<file path="config.mk">
export PLATFORM = sky130hd
export DESIGN_NAME = bit_add
export DESIGN_NICKNAME = d
export VERILOG_FILES = /design/src/rtl/bit_add.sv
export SDC_FILE = /design/constraint.sdc
export NUM_CORES = 1
export LEC_CHECK = 0
export CAP_MARGIN = 20
export CORE_AREA = 2 2 39 41
export DETAILED_ROUTE_END_ITERATION = 12
export DIE_AREA = 0 0 41 43
export HOLD_SLACK_MARGIN = 0.05
export RECOVER_POWER = 25
export SYNTH_ARGS = -nofsm -noshare
export SYNTH_HDL_FRONTEND = slang
export SYNTH_SLANG_ARGS = --single-unit
</file>
<file path="constraint.sdc">
create_clock -name clk -period 0.8 [get_ports clk]
set_clock_uncertainty 0.15 [all_clocks]
set_input_delay 0.24 -clock clk [delete_from_list [all_inputs] [get_ports clk]]
set_output_delay 0.24 -clock clk [all_outputs]
set_load 0.02 [all_outputs]
</file>
<file path="src/rtl/bit_add.sv">
// Registered ripple-carry adder: WIDTH full-adder stages feeding a single
// output register for sum, carry-out and signed overflow.
module bit_add #(
    parameter int WIDTH = 4
) (
    input  logic             clk,
    input  logic             rst_n,
    input  logic [WIDTH-1:0] a,
    input  logic [WIDTH-1:0] b,
    input  logic             cin,
    output logic [WIDTH-1:0] s,
    output logic             c,
    output logic             ovf
);

    // k[i] is the carry into stage i; k[WIDTH] is the carry out of the MSB.
    logic [WIDTH:0]   k;
    logic [WIDTH-1:0] sum_d;
    logic             ovf_d;

    assign k[0] = cin;

    for (genvar i = 0; i < WIDTH; i++) begin : g_stage
        logic p;
        assign p          = a[i] ^ b[i];
        assign sum_d[i]   = p ^ k[i];
        assign k[i+1]     = (a[i] & b[i]) | (k[i] & p);
    end

    // Signed overflow: carries into and out of the sign bit disagree.
    assign ovf_d = k[WIDTH] ^ k[WIDTH-1];

    always_ff @(posedge clk or negedge rst_n) begin
        if (!rst_n) begin
            s   <= '0;
            c   <= 1'b0;
            ovf <= 1'b0;
        end else begin
            s   <= sum_d;
            c   <= k[WIDTH];
            ovf <= ovf_d;
        end
    end

endmodule

</file>
; ---- Word level (Yosys, flattened, before mapping)
; Cells that the tools add are included.
[totals]
register_bits = 6
elab_cells = 24
out_inout_bits = 6
[classes]
bitwise = 21
[op_table]
columns = cell, n
row1 = $xor 1x1->1, 9
row2 = $and 1x1->1, 8
row3 = $or 1x1->1, 4

; ---- Depth between registers and ports, before layout
; Gate-level depths: netlist of run 1.
[depth]
word_depth = 10
depth_mapped = 8

; ---- Worst setup path before layout of run 1
; Ideal clock, no wire load.
[synth_path]
path_type = input -> register
from = in a[0]
to = reg s[3]
path_stages = 8
setup_time_ps = 64
setup_slack_ps = -1212
t_arrival_ps = 1798
path_cell_list = fa_1 > inv_1 > fa_1 > inv_1 > fa_1 > inv_1 > fa_1 > inv_1
[synth_between]
elab_chain_len = 8
[synth_rtl]
columns = element, line_no
row1 = start: declaration, 8  ; input logic [WIDTH-1:0] a,
row2 = $xor 1x1->1, 25  ; assign p = a[i] ^ b[i];
row3 = $and 1x1->1, 27  ; assign k[i+1] = (a[i] & b[i]) | (k[i] & p);
row4 = $or 1x1->1 *, 27
row5 = $and 1x1->1 *, 27
row6 = $or 1x1->1 *, 27
row7 = $and 1x1->1 *, 27
row8 = $or 1x1->1 *, 27
row9 = $xor 1x1->1 *, 26  ; assign sum_d[i] = p ^ k[i];
row10 = via sum_d[3], 18  ; logic [WIDTH-1:0] sum_d;
row11 = end signal: assignment, 39  ; s <= sum_d;
row12 = end: declaration, 11  ; output logic [WIDTH-1:0] s,
; The timed path passes the listed nets; every way through them passes the cells marked *.

; ---- Worst setup path in the final report of run 1
; Same ends and word-level chain as after synthesis.

==> results of run 1 <==
[power groups by stage]
stage	Clock, uW	Sequential, uW	Combinational [uW]
floorplan	0	441	66.2
global placement	0	370	311
detailed placement	0	373	322
CTS	279	380	335
global route	285	382	361
finish	263	379	327
[registers in the layout, indices dropped and copies added, names as in the netlist]
register	flops
s	4
c	1
ovf	1
[layout by cell type (no fill, tap or decap)]
cell type / instances
inv_2: 6
inv_1: 4
dlygate4sd3_1: 1
buf_2: 2
clkbuf_4: 3
buf_4: 2
xnor2_1: 1
dlygate4sd2_1: 2
clkdlybuf4s50_1: 4
dfrtp_1: 6
fa_2: 4
buf_6: 7
[worst paths after layout]
path | endpoint | slack (ns)
hold / removal | s[1] | 0.15
max in group asynchronous | ovf | 0.14
min in group clk | s[0] | 0.15
setup / recovery | s[3] | -1.04
[critical path, delay by kind of cell]
family     cells  cell delay (ns)
fa+ha+maj      4             1.32
buf+inv        5             0.33
[stage by stage]
stage / total power, uW / util (%) / TNS [ns] / setup WS (ns) / area (um2)
4_1_cts: 994 / 36.2 / -6.18 / -1.10 / 500
2_1_floorplan: 507 / - / -4.64 / -1.15 / 287
6_report: 969 / 36.2 / -5.90 / -1.04 / 500
5_1_grt: 1030 / 36.2 / -6.22 / -1.09 / 500
3_5_place_dp: 694 / 34.3 / -10.92 / -1.67 / 474
3_3_place_gp: 680 / 34.3 / -10.68 / -1.63 / 474
[per-layer routing]
layer / up-vias / wire length (um) / GRT usage [%]
met2: 9 / 319 / 13.1
met1: 93 / 111 / 3.99
met5: - / 0 / 0
met4: 0 / 0 / 10.0
li1: 95 / - / -
met3: 0 / 36 / 0
[logic make-up (layout without fill, tap and decap cells)]
| family | count (synthesis) | count (layout) | share of synthesized area, % |
|---|---|---|---|
| xor gates and xnor gates | 1 | 1 | 3.17 |
| adders and majority gates | 4 | 4 | 29.0 |
| buffers and inverters | 10 | 31 | 13.6 |
| DFF | 6 | 6 | 54.3 |
[cell type report]
class,instances,area [um2]
clock buffer,3,22.5
fill,145,883
inverter,10,37.5
multi-input combinational,5,98.8
sequential,6,150
tap,16,20.0
timing repair buffer,18,171
[what timing repair did]
action / CTS / global route
gates resized for setup: 53 / 1
endpoints found under the setup margin: 12 / 12
pin swaps: 4 / 3
setup buffers: 1 / 0
endpoints found under the hold margin: 0 / 0
==> results.txt, run 1 <==
----------------------------------------------------
[STA]
  Max-slew violations ... 0
  RSZ-0062 raised after global routing ... yes
  Share of the clock period used by the worst path after layout ... 230%
  Endpoints failing hold ... 0
  Min Clock Period, post-route ... 1.84 ns
  Minimum hold slack ... 0.146 ns
  Max Fclk ... 544 MHz
  Pin slew with the least headroom to its limit ... 0.252 ns
  Count of endpoints failing setup in the final report ... 12
  Final worst setup slack ... -1.04 ns
  Max-Slew Margin vs Limit ... 83.2%

[Drt]
  Routed length per placed instance ... 8.07 um
  Pre-antenna DRT Iters ... 1
  Via-to-Cell Ratio ... 3.40
  Count of antenna-violating nets left after detailed routing ... 0
  DRC Markers ... 0
  Detailed Route WL ... 468 um
  Initial detailed-routing violation count ... 0
  Vias post-DR ... 197

[Logic synthesis]
  Yosys reg bits ... 6
  Post-synth EDFFs ... 0
  Leading cell type by number of instances after synthesis ... inv_1
  Largest area contributor in the netlist ... dfrtp_1
  Async S/R FF share, synth ... 100%
  Share of synthesized area occupied by flip-flops and latches ... 54.3%
  Post-Synthesis Cell Area ... 277 um2
  Top cells by area, synth ... dfrtp_1, fa_1, inv_1, xnor2_1
  Number of instances in the synthesized netlist ... 21
  Average size of a mapped cell ... 13.2 um2
  Number of nets in the synthesized netlist ... 36
  Prevailing post-synth register cell ... dfrtp_1
  Synth cell count leaders ... inv_1, dfrtp_1, fa_1, xnor2_1
  Synth Warn # ... 0
  Area share of the largest cell type after synthesis ... 54.3%
  Netlist cell types ... 4

[Pwr]
  Power density cells ... 1940 nW/um2
  Net switching fraction of the power ... 27.2%
  Net Switching ... 263 uW
  Clock share of power ... 27.2%
  Combinational share of power ... 33.7%
  Proportion of power drawn by flip-flops and latches ... 39.1%
  Standby leakage power ... 0.000249 uW
  P_int ... 706 uW
  Worst ir drop on vdd ... 0.000405 V

[Placed design]
  HPWL after DPL ... 431 um
  Final estimated routing congestion in global placement ... 0.612
  Count of port buffers added during placement ... 16
  Placed Cells ... 54

[Setup path]
  First element of the critical path ... a[0]
  Nature of the critical path startpoint ... input port
  Crit-path max cell delay ... 0.42 ns
  Classification of the worst setup path ... in -> reg
  Data required time of the worst path ... 0.83 ns
  Signal arrival time at the worst endpoint ... 1.87 ns
  Chain of cells forming the critical path ... buf_6, fa_2, inv_2, fa_2, inv_2, fa_2, inv_2, fa_2, inv_1
  Capturing element type of the critical path ... flip-flop
  Dominant cell type by count on the critical path ... fa_2
  Maximum fanout along the worst path ... 2
  Critical-path cell with the highest stage delay ... fa_2

[Die]
  Die Y-Extent ... 43 um
  Die area ... 1760 um2
  Core footprint ... 1380 um2
  Chip Width ... 41 um
  Placement row count ... 14
  Io pins ... 17
  Starting density of the core ... 20.0%

[Global route]
  Largest net degree at the start of global routing ... 7
  Number of global-route vias before repair ... 227
  GRT overflow ... 0
  Wire length of the first global-routing pass ... 745 um
  Antenna violations before repair ... 0
  Tot GR Track Use ... 7.00%

[Final layout]
  Post-route non-filler standard cell count ... 58
  Proportion of layout cells with a drive suffix above 1 ... 57.1%
  Final Net Count ... 59
  Area growth, synth to finish ... 81.0%
  N_diodes ... 0

[CTS]
  Maximum level of the CTS H-tree ... 1
  TritonCTS clock tree ... built
  Clock Sinks ... 6
  Clk Tree Root Cell ... clkbuf_4
  Largest buffer count on any clock path ... 2
  CTS Hold Buffers Added ... 0
  Worst-path clk slew ... 0.04 ns
  Number of buffers created by CTS ... 3

[Job]
  MaxCap Viol Count ... 0

[Status]
  Failing checks ... negative setup slack
  Run status ... complete, but fails checks

[Min path]
  Class of the tightest hold or removal check ... in -> async

----------------------------------------------------
Power figures use the tool's default switching activity.
==> run 2: changes to the inputs <==
--- a/config.mk
+++ b/config.mk
@@ -7,6 +7,7 @@
 export LEC_CHECK = 0
 export CAP_MARGIN = 20
 export CORE_AREA = 2 2 39 41
+export CTS_BUF_LIST = sky130_fd_sc_hd__clkbuf_16
 export DETAILED_ROUTE_END_ITERATION = 12
 export DIE_AREA = 0 0 41 43
 export HOLD_SLACK_MARGIN = 0.05
==> run 2 against run 1 <==
  * The flow still finishes with violations (negative setup slack)
  * Combinational power about the same
  * Via count increased by 1.5%
  * Clock-buffer cell count unchanged
  * Largest cell class unchanged
  * Largest power group is now the clock network
==> results.txt, run 2 (synthesized netlist as in run 1, its figures left out) <==
----------------------------------------------------
[Global route]
  Largest net degree at the start of global routing ... 7 (unchanged)
  Wire length of the first global-routing pass ... 779 um (+4.6%)
  GRT overflow ... 0 (unchanged)
  Antenna violations before repair ... 0 (unchanged)
  Tot GR Track Use ... 7.91% (+0.91 points)
  Number of global-route vias before repair ... 221 (-2.6%)

[Min path]
  Hold path cells ... 2
  Class of the tightest hold or removal check ... in -> reg

[STA]
  Sum of negative setup slack ... -5.90 ns (-0.00876 ns)
  RSZ-0062 raised after global routing ... yes
  Endpoints failing hold ... 0 (unchanged)
  Share of the clock period used by the worst path after layout ... 232% (+1.8 points)
  Min Clock Period, post-route ... 1.85 ns (+0.0143 ns)
  Max-Slew Margin vs Limit ... 82.8% (-0.33 points)
  Pin slew with the least headroom to its limit ... 0.257 ns (+0.00496 ns)
  Max Fclk ... 540 MHz (-0.77%)
  Count of endpoints failing setup in the final report ... 12 (unchanged)
  Final worst setup slack ... -1.05 ns (-0.0143 ns)
  Max-slew violations ... 0 (unchanged)

[Pwr]
  Net Switching ... 318 uW (+21%)
  Standby leakage power ... 0.000272 uW (+9.3%)
  Post-route total power ... 1490 uW (+54%)
  Proportion of power drawn by flip-flops and latches ... 25.5% (-14 points)
  Combinational share of power ... 21.9% (-12 points)
  P_int ... 1180 uW (+67%)
  Net switching fraction of the power ... 21.3% (-5.9 points)
  Clock share of power ... 52.6% (+25 points)
  Power density cells ... 2700 nW/um2 (+40%)
  Worst ir drop on vdd ... 0.000565 V (+39%)

[Final layout]
  Register with the most flip-flops ... s
  Multi-input combinational cell area ... 98.8 um2 (unchanged)
  Fill cell total of the finished layout ... 139 (-4.1%)
  Most common cell after layout, fill and taps aside ... buf_6
  Final Net Count ... 59 (unchanged)
  Post-route non-filler standard cell count ... 58 (unchanged)
  Registers with the highest flip-flop counts ... s (4), c (1), ovf (1)
  Area occupied by registers ... 150 um2 (unchanged)
  Proportion of layout cells with a drive suffix above 1 ... 57.1% (unchanged)
  Final standard cell utilization of the core ... 40.0% (+3.8 points)
  Area growth, synth to finish ... 100%
  Flip-flop count of the largest register after layout ... 4 (unchanged)
  Highest-count cells in the layout ignoring fill and taps ... buf_6, inv_2, dfrtp_1
  N_diodes ... 0 (unchanged)

[Drt]
  Pre-antenna DRT Iters ... 1 (unchanged)
  Routed length per placed instance ... 8.84 um (+9.6%)
  Count of antenna-violating nets left after detailed routing ... 0 (unchanged)
  Vias post-DR ... 200 (+1.5%)
  DRC Markers ... 0 (unchanged)
  Detailed Route WL ... 513 um (+9.6%)
  Via-to-Cell Ratio ... 3.45 (+1.5%)
  Initial detailed-routing violation count ... 0 (unchanged)

[Setup path]
  Capturing element type of the critical path ... flip-flop
  Maximum fanout along the worst path ... 2 (unchanged)
  Data required time of the worst path ... 0.81 ns (-0.02 ns)
  Signal arrival time at the worst endpoint ... 1.87 ns (about the same)
  Nature of the critical path startpoint ... input port
  Classification of the worst setup path ... in -> reg

[CTS]
  Clk Tree Root Cell ... clkbuf_16
  Largest buffer count on any clock path ... 2 (unchanged)
  Worst-path clk slew ... 0.03 ns (about the same)
  Number of buffers created by CTS ... 3 (unchanged)
  Maximum level of the CTS H-tree ... 1 (unchanged)
  Clock Sinks ... 6 (unchanged)
  TritonCTS clock tree ... built

[Placed design]
  DP Worst Slack ... -1.67 ns (unchanged)
  Placed Cells ... 54 (unchanged)
  HPWL after DPL ... 431 um (unchanged)
  Final estimated routing congestion in global placement ... 0.612 (unchanged)
  Count of port buffers added during placement ... 16 (unchanged)

[Die]
  Die area ... 1760 um2 (unchanged)
  Chip Width ... 41 um (unchanged)
  Die Y-Extent ... 43 um (unchanged)
  Core footprint ... 1380 um2 (unchanged)
  Starting density of the core ... 20.0% (unchanged)
  Io pins ... 17 (unchanged)
  Placement row count ... 14 (unchanged)

[Status]
  Run status ... complete, but fails checks
  Failing checks ... negative setup slack

[Job]
  MaxCap Viol Count ... 0 (unchanged)

----------------------------------------------------
[run 2: cell counts in the layout (fill, tap and decap cells not counted)]
No cell type changed its count.
[run 2: area by class of cell]
type	count	area share, %
Timing Repair Buffer	18	31.0
Sequential cell	6	27.1
Multi-Input combinational cell	5	17.9
Clock buffer	3	13.6
Inverter	10	6.79
Tap cell	16	3.62
[run 2: per-layer routing]
metal	vias up	track usage [%]	routed length, um
met5	-	0	0
met4	0	12.0	0
met3	0	1.57	30
met2	9	13.8	344
met1	96	4.32	138
li1	95	-	-
[run 2: worst paths after layout]
kind | slack, ns | start | end
max | -1.05 | a[0] | s[3]
min | 0.16 | a[0] | s[0]
max in group asynchronous | 0.12 | rst_n | s[1]
min in group asynchronous | 0.17 | rst_n | s[2]
[run 2: stage by stage]
stage,hold WS [ns],cell area [um2]
6_report,0.158,553
5_1_grt,0.168,553
4_1_cts,0.103,553
3_5_place_dp,0.338,474
3_3_place_gp,0.336,474
2_1_floorplan,-0.206,287
[run 2: timing repair]
action	in CTS	in global routing
gates resized for setup	53	1
pin swaps	4	3
hold buffers	0	0
endpoints found under the setup margin	12	12
buffers inserted	1	0
[run 2: power groups by stage]
stage,Combinational (uW),Sequential [uW],Clock (uW)
6_report,328,381,786
4_1_cts,337,382,808
5_1_grt,362,384,812
3_3_place_gp,311,370,0
3_5_place_dp,322,373,0
2_1_floorplan,66.2,441,0
[run 2: worst max-delay path: stages]
cell	delay, ns
buf_6	0.09
fa_2	0.37
inv_2	0.07
fa_2	0.19
inv_2	0.04
fa_2	0.34
inv_2	0.07
fa_2	0.42
inv_1	0.06
